===== src/rtl/key_debounce_pkg.sv =====
// key_debounce_pkg: shared state encoding, default parameters and counter
// width helper for the push-button debouncer.
package key_debounce_pkg;

    typedef enum logic [1:0] {
        IDLE        = 2'd0,
        PRESS_CHK   = 2'd1,
        HELD        = 2'd2,
        RELEASE_CHK = 2'd3
    } state_e;

    localparam int DEF_SYNC_STAGES   = 2;
    localparam int DEF_STABLE_CYCLES = 4;
    localparam int DEF_LONG_CYCLES   = 64;

    // Bits needed to hold values 0..n-1, never narrower than one bit.
    function automatic int cnt_width(input int n);
        return (n < 2) ? 1 : $clog2(n);
    endfunction

endpackage


===== src/rtl/sync_ff.sv =====
// sync_ff: multi-stage single-bit synchronizer for an asynchronous input.
// The chain clears to 0 on the asynchronous active-high reset.
module sync_ff
    import key_debounce_pkg::*;
#(
    parameter int STAGES = DEF_SYNC_STAGES
) (
    input  logic clk,
    input  logic rst,
    input  logic d,
    output logic q
);

    logic [STAGES-1:0] sync_q;
    logic [STAGES-1:0] sync_d;

    // Shift the raw input one stage further into the clock domain each cycle.
    always_comb begin
        sync_d = {sync_q[STAGES-2:0], d};
    end

    // Synchronizer flop chain.
    always_ff @(posedge clk or posedge rst) begin
        if (rst) begin
            sync_q <= '0;
        end else begin
            sync_q <= sync_d;
        end
    end

    assign q = sync_q[STAGES-1];

endmodule


===== src/rtl/key_debounce_pulse.sv =====
// key_debounce_pulse: synchronizes and debounces one active-high push-button,
// producing a clean level plus one-cycle press and release strobes.
// Optional long-press detection is built when KEY_DEBOUNCE_LONG_PRESS_EN is
// defined; otherwise long_press is tied low and the port list is unchanged.
module key_debounce_pulse
    import key_debounce_pkg::*;
#(
    parameter int SYNC_STAGES   = DEF_SYNC_STAGES,
    parameter int STABLE_CYCLES = DEF_STABLE_CYCLES,
    parameter int LONG_CYCLES   = DEF_LONG_CYCLES
) (
    input  logic clk_out,
    input  logic rst,
    input  logic pb_in,
    output logic pb_level,
    output logic pb_pulse,
    output logic pb_release,
    output logic long_press
);

    localparam int               CNT_W    = cnt_width(STABLE_CYCLES);
    localparam logic [CNT_W-1:0] CNT_LAST = CNT_W'(STABLE_CYCLES - 1);
    localparam logic [CNT_W-1:0] CNT_ONE  = CNT_W'(1);

    logic             pb_sync;
    state_e           state_q, state_d;
    logic [CNT_W-1:0] cnt_q, cnt_d;
    logic             pb_level_q, pb_level_d;
    logic             pb_pulse_q, pb_pulse_d;
    logic             pb_release_q, pb_release_d;

    sync_ff #(
        .STAGES(SYNC_STAGES)
    ) u_sync (
        .clk (clk_out),
        .rst (rst),
        .d   (pb_in),
        .q   (pb_sync)
    );

    // Next-state and stability counter: a change is accepted only after
    // STABLE_CYCLES identical synchronized samples; any contrary sample
    // returns to the previous stable state.
    always_comb begin
        state_d = state_q;
        cnt_d   = cnt_q;
        case (state_q)
            IDLE: begin
                cnt_d = '0;
                if (pb_sync) begin
                    state_d = PRESS_CHK;
                    cnt_d   = CNT_ONE;
                end
            end
            PRESS_CHK: begin
                if (!pb_sync) begin
                    state_d = IDLE;
                    cnt_d   = '0;
                end else if (cnt_q == CNT_LAST) begin
                    state_d = HELD;
                    cnt_d   = '0;
                end else begin
                    cnt_d = cnt_q + 1'b1;
                end
            end
            HELD: begin
                cnt_d = '0;
                if (!pb_sync) begin
                    state_d = RELEASE_CHK;
                    cnt_d   = CNT_ONE;
                end
            end
            RELEASE_CHK: begin
                if (pb_sync) begin
                    state_d = HELD;
                    cnt_d   = '0;
                end else if (cnt_q == CNT_LAST) begin
                    state_d = IDLE;
                    cnt_d   = '0;
                end else begin
                    cnt_d = cnt_q + 1'b1;
                end
            end
            default: begin
                state_d = IDLE;
                cnt_d   = '0;
            end
        endcase
    end

    // Output decode from the upcoming state so the registered outputs line up
    // with the state register; strobes fire only on the accepting transitions.
    always_comb begin
        pb_level_d   = (state_d == HELD) || (state_d == RELEASE_CHK);
        pb_pulse_d   = (state_q == PRESS_CHK) && (state_d == HELD);
        pb_release_d = (state_q == RELEASE_CHK) && (state_d == IDLE);
    end

    // State, counter and output registers.
    always_ff @(posedge clk_out or posedge rst) begin
        if (rst) begin
            state_q      <= IDLE;
            cnt_q        <= '0;
            pb_level_q   <= 1'b0;
            pb_pulse_q   <= 1'b0;
            pb_release_q <= 1'b0;
        end else begin
            state_q      <= state_d;
            cnt_q        <= cnt_d;
            pb_level_q   <= pb_level_d;
            pb_pulse_q   <= pb_pulse_d;
            pb_release_q <= pb_release_d;
        end
    end

    assign pb_level   = pb_level_q;
    assign pb_pulse   = pb_pulse_q;
    assign pb_release = pb_release_q;

`ifdef KEY_DEBOUNCE_LONG_PRESS_EN
    localparam int                HOLD_W   = cnt_width(LONG_CYCLES + 1);
    localparam logic [HOLD_W-1:0] HOLD_MAX = HOLD_W'(LONG_CYCLES);

    logic [HOLD_W-1:0] hold_q, hold_d;
    logic              long_press_q, long_press_d;

    // Hold counter: restarts on a fresh press, keeps counting through release
    // bounces, saturates at LONG_CYCLES and clears once the release is accepted.
    always_comb begin
        hold_d = hold_q;
        if ((state_q == PRESS_CHK) && (state_d == HELD)) begin
            hold_d = '0;
        end else if ((state_q == RELEASE_CHK) && (state_d == IDLE)) begin
            hold_d = '0;
        end else if (((state_q == HELD) || (state_q == RELEASE_CHK)) &&
                     (hold_q != HOLD_MAX)) begin
            hold_d = hold_q + 1'b1;
        end
        long_press_d = (hold_d == HOLD_MAX);
    end

    // Hold counter and long-press output registers.
    always_ff @(posedge clk_out or posedge rst) begin
        if (rst) begin
            hold_q       <= '0;
            long_press_q <= 1'b0;
        end else begin
            hold_q       <= hold_d;
            long_press_q <= long_press_d;
        end
    end

    assign long_press = long_press_q;
`else
    assign long_press = 1'b0;
`endif

endmodule


===== config.mk =====
export PLATFORM = sky130hd
export DESIGN_NAME = key_debounce_pulse
export DESIGN_NICKNAME = d
export VERILOG_FILES = /design/src/rtl/key_debounce_pkg.sv /design/src/rtl/sync_ff.sv /design/src/rtl/key_debounce_pulse.sv
export SDC_FILE = /design/constraint.sdc
export NUM_CORES = 1
export LEC_CHECK = 0
export ABC_AREA = 1
export CAP_MARGIN = 20
export CORE_AREA = 2 2 39 41
export CTS_CLUSTER_DIAMETER = 50
export DETAILED_ROUTE_END_ITERATION = 8
export DIE_AREA = 0 0 41 43
export PLACE_DENSITY = 0.49
export REMOVE_ABC_BUFFERS = 1
export SLEW_MARGIN = 0
export SYNTH_ARGS = -nofsm -noshare
export SYNTH_HDL_FRONTEND = slang
export SYNTH_SLANG_ARGS = --single-unit
export TNS_END_PERCENT = 5

===== constraint.sdc =====
create_clock -name clk_out -period 1.1 [get_ports clk_out]
set_input_delay 0.275 -clock clk_out [delete_from_list [all_inputs] [get_ports clk_out]]
set_output_delay 0.275 -clock clk_out [all_outputs]
set_load 0.01 [all_outputs]

# After elaboration in Yosys (flattened, before gate mapping)
# Cells that the tools add are included.
# classes
n_addsub	1
eq_ne	6
muxes	13
reduce_logical	5
# ops
cell	n
2-bit 2-to-1 mux	9
2-bit case mux with 4 select lines	2
2-bit == test, second input constant	5
2-bit zero test	2
2-bit by 1-bit adder with 2-bit output, second input constant	1
2-bit by 1-bit == test with 1-bit output, second input constant	1
1-bit logical AND	2
1-bit 2-to-1 mux	2
1-bit logical OR	1
# totals
ff_bits	9
input_bits	3
elab_cells	31

# Logic depth before layout (Yosys ltp)
# Gate-level depths: netlist of run 1.
# depth
ltp_word	6
depth_mapped	4
depth_no_buf	4

# Cells and area by module
# Synthesis of run 1 repeated with hierarchy kept, for this count alone.
# hier_totals
cells_unflattened	29
area_unflattened_um2	296.5
# modules_own_cells
mod	n_inst	cells_per_inst	area_each_um2
key_debounce_pulse	1	26	242.7
sync_ff	1	3	53.8

# Worst setup path after synthesis of run 1
# OpenSTA, ideal clock, no wires.
# synth_timing
kind	flip-flop to flip-flop
start	register cnt_q[0]
end	register state_q[0]
setup_time_ns	0.073
arrival_ns	0.794
slack_ns	0.233
path_stages_with_launch	5
period_less_slack_ns	0.867
path_cell_list	dfrtp_1 ha_1 nand2_1 inv_1 a21oi_2
# synth_between
elab_chain_cells	4
word_cells_on_any_way	6
classes_between	eq/ne (1); mux (5)
# synth_lines
element	line_no	source
start, declared	key_debounce_pulse.sv:27	logic [CNT_W-1:0] cnt_q, cnt_d;
start signal, assigned	key_debounce_pulse.sv:109	cnt_q <= cnt_d;
2-bit == test *	key_debounce_pulse.sv:59, key_debounce_pulse.sv:77	
2-bit 2-to-1 mux (on tied branches)	key_debounce_pulse.sv:77, key_debounce_pulse.sv:59	
2-bit 2-to-1 mux (on tied branches)	key_debounce_pulse.sv:74, key_debounce_pulse.sv:56	
2-bit case mux with 4 select lines *	key_debounce_pulse.sv:47	case (state_q)
via state_d[0]	key_debounce_pulse.sv:26	state_e state_q, state_d;
end signal, assigned	key_debounce_pulse.sv:108	state_q <= state_d;
end, declared	key_debounce_pulse.sv:26	
# The timed path passes the listed nets; every way through them passes the cells marked *.

# Worst setup path after layout of run 1
# layout_timing
start	register pb_level_q, in the netlist pb_level
end	output port pb_level
# layout_rtl
element	line_no	source
start, declared	key_debounce_pulse.sv:28	logic pb_level_q, pb_level_d;
start signal, assigned	key_debounce_pulse.sv:110	pb_level_q <= pb_level_d;
end, declared	key_debounce_pulse.sv:15	output logic pb_level,
# No word-level cell between the ends.

==> metrics.md, run 1 <==
| Metric | Value |
|---|---|
| Status | complete, no violations |
| Skew final | slightly above 4 ps |
| DR WL/cell | 8.96 um |
| Crit path depth | 1 |
| Initial antenna violation count | 0 |
| Mapped Cells | 28 |
| IO Pins | 7 |
| Largest cells by area after synthesis | dfrtp_1 67%, inv_1 6.3%, nand2_1 6.3% |
| Clk_lat worst skew | ~250 ps |
| Synth-to-Final Area Change | 25.9% |
| Gr ovfl total | 0 |
| Setup violations, final | 0 |
| Clock Pin Slew Worst Setup and Hold Paths | approximately 60 ps |
| #FFs+latches synth | 8 |
| Worst reg2reg setup slack | 150 ps |
| Hold Vio Cnt, Final | 0 |
| Post-CTS sizing | 12 |
| DR WL met2 | 204 um |
| Vias per cell | approximately 3.7 |
| Signal arrival time at the worst endpoint | 760 ps |
| Final ANT Viol Nets | 0 |
| Final Max Tran Viols | 0 |
| Kind of critical path | flip-flop to primary output |
| RSZ-0062 raised after global routing | no |
| CP Max Fanout | 2 |
| Hold Path Class | input pin to asynchronous set/reset pin |
| CP bufs+invs | 1 |
| DRT Wirelength | roughly 470 um |
| Post-CTS setup buffers | 0 |
| Detailed placer's ending HPWL | 336 um |
| Wl on met1 | 229 um |
| Cts hold-fix bufs | 0 |
| Most common cell after layout, fill and taps aside | dfrtp_1 |
| Syn_area_per_cell | 10.7 um2 |
| Met3 wire len | around 33 um |
| Share of layout cells above drive strength 1 | 25.0% |
| H-Tree Depth | 1 |
| RR Endpoint | state_q[0]$_DFF_PP0_ |
| First-pass DRT Iterations | 3 |
| CTS Buf Count | 3 |
| VDD IR max | 0.000808 V |
| Port buffer count | 5 |
| Netlist Area Pre-Place | 299 um2 |
| Critical path launch point type | flip-flop |
| Die height | 43 um |
| Crit-path max cell delay | around 370 ps |
| Power Density | 2130 mW/mm2 |
| Site Rows | 14 |
| GR Util All Layers | 7.61% |
| DRC Markers | 0 |
| MaxCap Viol Count | 0 |
| Diodes inserted | 0 |
| Chip width | between 40 and 50 um |
| CTS root buffer | clkbuf_4 |
| Vias in the first global route | 214 |
| Vias | roughly 190 |
| Fin crit share | 94.4% |
| Slowest CP cell | dfrtp_1 |
| Maximum clock insertion buffer count | 2 |
| Ys Warns | 0 |
| Hold slack | 260 ps |
| Area leader, netlist | dfrtp_1 |
| Largest net degree at the start of global routing | 9 |
| R2r worst-path depth | 4 |
| Worst path cell trace | buf_2 |
| First-pass GRT wire length | 862 um |
| Max frequency | just under 1000 MHz |
| Nets | 42 |
| Sequential fraction of the synthesis area | ~67% |
| Pleak | 0.209 nW |
| Setup crit end kind | primary output |
| Library cells used by synthesis | 11 |
| Max Used Layer | met3 |
| Starting Density | 21.6% |
| Most frequent cells in the layout | 8 x dfrtp_1, 5 x inv_1, 5 x nand2_1, 3 x clkbuf_4, 3 x buf_2 |
| RR Startpoint | cnt_q[0]$_DFF_PP0_ |
| Cell family with most CP delay | flip-flops |
| CORE AREA | 0.00138 mm2 |
| GPL Wtd Cong | 0.733 |
| CTS tree | yes |
| DR iter-0 viols | 4 |
| Share of the synthesized area in the top cell type | between 60% and 70% |
| CP required | around 820 ps |
| Final core occ | between 20 and 30% |
| Clk sink count | 8 |
| Die Area | 0.00176 mm2 |
| Period minus WS final | 1040 ps |
logic make-up after synthesis:
family                   synth area share [%]
adder cells (fa/ha/maj)                  4.18
flip-flops                               66.9
other                                    1.25
buffers and inverters                    8.79
AO/OA/AOI/OAI                            7.95
AND/OR/NAND/NOR                          10.9
cell usage after synthesis:
| cell type | number |
|---|---|
| dfrtp_1 | 8 |
| inv_1 | 5 |
| nand2_1 | 5 |
| a21oi_1 | 2 |
| nor2_1 | 2 |
| a21oi_2 | 1 |
| buf_4 | 1 |
| conb_1 | 1 |
| ha_1 | 1 |
| nand2_2 | 1 |
| o21ai_1 | 1 |
per-stage QoR:
step	worst slack [ps]	area (um2)	power [W]	TNS [ps]	std cells
6_report	62.0	377	0.000802	0	52
5_1_grt	37.3	377	0.000870	0	52
4_1_cts	45.9	377	0.000817	0	52
3_5_place_dp	-36.1	369	0.000601	-37.1	49
3_3_place_gp	-35.6	369	0.000592	-35.6	49
2_1_floorplan	233	292	0.000509	0	27
area by class of cell:
cell class                      instances  area [um2]
Clock buffer                            3        22.5
Timing Repair Buffer                    6        42.5
Fill cell                             142        1010
Inverter                                5        18.8
Tap cell                               16        20.0
Multi-Input combinational cell         14        72.6
Sequential cell                         8         200
worst max path at each step:
stage,startpoint,endpoint,slack (ps)
6_report,pb_level$_DFF_PP0_,pb_level,60
4_1_cts,pb_level$_DFF_PP0_,pb_level,50
2_1_floorplan,cnt_q[0]$_DFF_PP0_,state_q[0]$_DFF_PP0_,230
3_3_place_gp,pb_level$_DFF_PP0_,pb_level,-40
5_1_grt,pb_level$_DFF_PP0_,pb_level,40
3_5_place_dp,pb_level$_DFF_PP0_,pb_level,-40
registers in the layout (all words and copies together), names as in the netlist:
register	count
pb_level	1
pb_pulse	1
pb_release	1
cnt_q	2
u_sync.sync_q	2
state_q	1
power by group:
| group | switching, W | total [W] | internal, W |
|---|---|---|---|
| sequential | 0.0000313 | 0.000387 | 0.000356 |
| combinational | 0.000104 | 0.000190 | 0.0000861 |
| clock | 0.0000999 | 0.000225 | 0.000125 |
layer usage:
metal / GRT usage, % / up-vias
li1: - / 100
met1: 10.7 / 86
met2: 8.75 / 7
met3: 1.57 / 0
met4: 8.00 / 0
met5: 0 / -
No activity file was read; power rests on OpenSTA's default activity.
==> run 2: changes to the inputs <==
--- a/config.mk
+++ b/config.mk
@@ -6,6 +6,7 @@
 export NUM_CORES = 1
 export LEC_CHECK = 0
 export ABC_AREA = 1
+export ABC_CLOCK_PERIOD_IN_PS = 1100
 export CAP_MARGIN = 20
 export CORE_AREA = 2 2 39 41
 export CTS_CLUSTER_DIAMETER = 50
@@ -13,7 +14,6 @@
 export DIE_AREA = 0 0 41 43
 export PLACE_DENSITY = 0.49
 export REMOVE_ABC_BUFFERS = 1
-export SLEW_MARGIN = 0
 export SYNTH_ARGS = -nofsm -noshare
 export SYNTH_HDL_FRONTEND = slang
 export SYNTH_SLANG_ARGS = --single-unit
==> results of run 2 <==
No change in the layout: final DEF, timing and power equal those of run 1.
==> run 3: changes to the inputs <==
==> constraint.sdc (replaced) <==
create_clock -name clk_out -period 1.1 [get_ports clk_out]
set_input_delay 0.275 -clock clk_out [delete_from_list [all_inputs] [get_ports clk_out]]
set_output_delay 0.275 -clock clk_out [all_outputs]
set_load 0.1 [all_outputs]
==> metrics.md, run 3 (synthesis results as in run 1) <==
| Metric | Value |
|---|---|
| Status | finished with violations |
| Violated checks | setup timing |
| CTS tree | yes |
| Vias | 200 (+3.6%) |
| Final worst slack | -24.4 ps (-86.4 ps) |
| Largest net degree at the start of global routing | 9 (unchanged) |
| Slowest CP cell | dfrtp_2 |
| Hold Vio Cnt, Final | 0 (unchanged) |
| CP Max Fanout | 2 (unchanged) |
| Die height | 43 um (unchanged) |
| Detailed placer's ending HPWL | 353 um (+4.9%) |
| Critical path launch point type | flip-flop |
| Setup violations, final | 1 (+1) |
| Crit path depth | 1 (unchanged) |
| CP required | 820 ps (about the same) |
| Placed Cells | 48 (-2.0%) |
| Synth-to-Final Area Change | 41.4% |
| Final Max Tran Viols | 0 (unchanged) |
| Period minus WS final | 1120 ps (+86.4 ps) |
| Cell family with most CP delay | flip-flops |
| CP bufs+invs | 1 (unchanged) |
| Fillers | 137 (-3.5%) |
| GR Util All Layers | 7.72% (+0.11 points) |
| Skew final | 5.97 ps (+1.83 ps) |
| DRT Wirelength | 458 um (-1.7%) |
| CTS root buffer | clkbuf_4 |
| IO Pins | 7 (unchanged) |
| DR WL/cell | 8.81 um (-1.7%) |
| Pwr Total | 0.00102 W (+27%) |
| Power Density | 2410 mW/mm2 (+13%) |
| Diodes inserted | 0 (unchanged) |
| Initial antenna violation count | 0 (unchanged) |
| R2r worst-path depth | 4 (unchanged) |
| Final ANT Viol Nets | 0 (unchanged) |
| Port buffer count | 5 (unchanged) |
| Clk sink count | 8 (unchanged) |
| VDD IR max | 0.00126 V (+56%) |
| DRC Markers | 0 (unchanged) |
| Most common cell after layout, fill and taps aside | dfrtp_1 |
| Most frequent cells in the layout | 7 x dfrtp_1, 5 x inv_1, 5 x nand2_1, 3 x clkbuf_4, 3 x buf_12 |
| Final Non-Filler Cells | 52 (unchanged) |
| First-pass DRT Iterations | 1 (-2) |
| Chip width | 41 um (unchanged) |
| Nets | 42 (unchanged) |
| Max frequency | 889 MHz (-7.7%) |
| Pleak | 0.216 nW (+3.6%) |
| Hold Path Class | input pin to asynchronous set/reset pin |
| H-Tree Depth | 1 (unchanged) |
| Maximum clock insertion buffer count | 2 (unchanged) |
| Gr ovfl total | 0 (unchanged) |
| Worst path cell trace | buf_12 |
| Crit-path max cell delay | 420 ps (+50 ps) |
| GPL Wtd Cong | 0.648 (-12%) |
| MaxCap Viol Count | 0 (unchanged) |
| Site Rows | 14 (unchanged) |
| Clock Pin Slew Worst Setup and Hold Paths | 60 ps (about the same) |
| Cts hold-fix bufs | 0 (unchanged) |
| Starting Density | 21.6% (unchanged) |
| Setup crit end kind | primary output |
| Regs by FF count | cnt_q x2, u_sync.sync_q x2 |
| Hold slack | 257 ps (-2.52 ps) |
| Share of layout cells above drive strength 1 | 27.8% (+2.8 points) |
| DR iter-0 viols | 0 (-4) |
| Signal arrival time at the worst endpoint | 850 ps (+90 ps) |
| CORE AREA | 0.00138 mm2 (unchanged) |
| Kind of critical path | flip-flop to primary output |
| RSZ-0062 raised after global routing | yes |
| CTS Buf Count | 3 (unchanged) |
| Vias per cell | 3.85 (+3.6%) |
| First-pass GRT wire length | 855 um (-0.81%) |
| Clk_lat worst skew | 260 ps (about the same) |
| Vias in the first global route | 210 (-1.9%) |
| Die Area | 0.00176 mm2 (unchanged) |
| Fin crit share | 102% (+7.9 points) |
-- run 3: cell counts in the layout (fill, tap and decap cells not counted) --
No cell type changed its count.
-- run 3: final timing paths --
check	endpoint	slack, ps	from
max in group asynchronous	pb_level$_DFF_PP0_	580	rst
setup / recovery	pb_level	-20	pb_level$_DFF_PP0_
min in group clk_out	u_sync.sync_q[1]$_DFF_PP0_	360	u_sync.sync_q[0]$_DFF_PP0_
hold reg to reg	u_sync.sync_q[1]$_DFF_PP0_	360	u_sync.sync_q[0]$_DFF_PP0_
hold / removal	state_q[0]$_DFF_PP0_	260	rst
setup reg to reg	state_q[0]$_DFF_PP0_	160	cnt_q[0]$_DFF_PP0_
-- run 3: where the power goes --
group	leakage, nW	internal [W]	switching [W]
sequential	0.101	0.000360	0.0000455
combinational	0.102	0.000143	0.000242
clock	0.0138	0.000125	0.000103
-- run 3: area by class of cell --
class                           instances  area, um2  area share [%]
Clock buffer                            3       22.5            5.33
Timing Repair Buffer                    6       87.6            20.7
Multi-Input combinational cell         14       72.6            17.2
Tap cell                               16       20.0            4.73
Inverter                                5       18.8            4.44
Sequential cell                         8        201            47.6
-- run 3: through the flow --
stage | setup slack [ps] | TNS (ps) | area (um2) | util (%)
after floorplan | -265 | -1540 | 292 | -
after global placement | 185 | 0 | 392 | 28.3
after detailed placement | 173 | 0 | 392 | 28.3
after CTS | -28.5 | -30.2 | 423 | 30.6
after global routing | -46.5 | -79.6 | 423 | 30.6
final | -24.4 | -24.4 | 423 | 30.6
-- run 3: layer usage --
metal	vias up	share of wire [%]	global-route usage (%)
met5	-	0	0
met2	12	47	10.9
li1	97	-	-
met4	0	3.9	6.00
met1	89	39	8.70
met3	2	9.6	3.14
-- run 3: timing repair --
action                     4_1_cts  5_1_grt
gates resized for setup          1        0
setup endpoints to repair        2        3
buffers inserted                 1        0
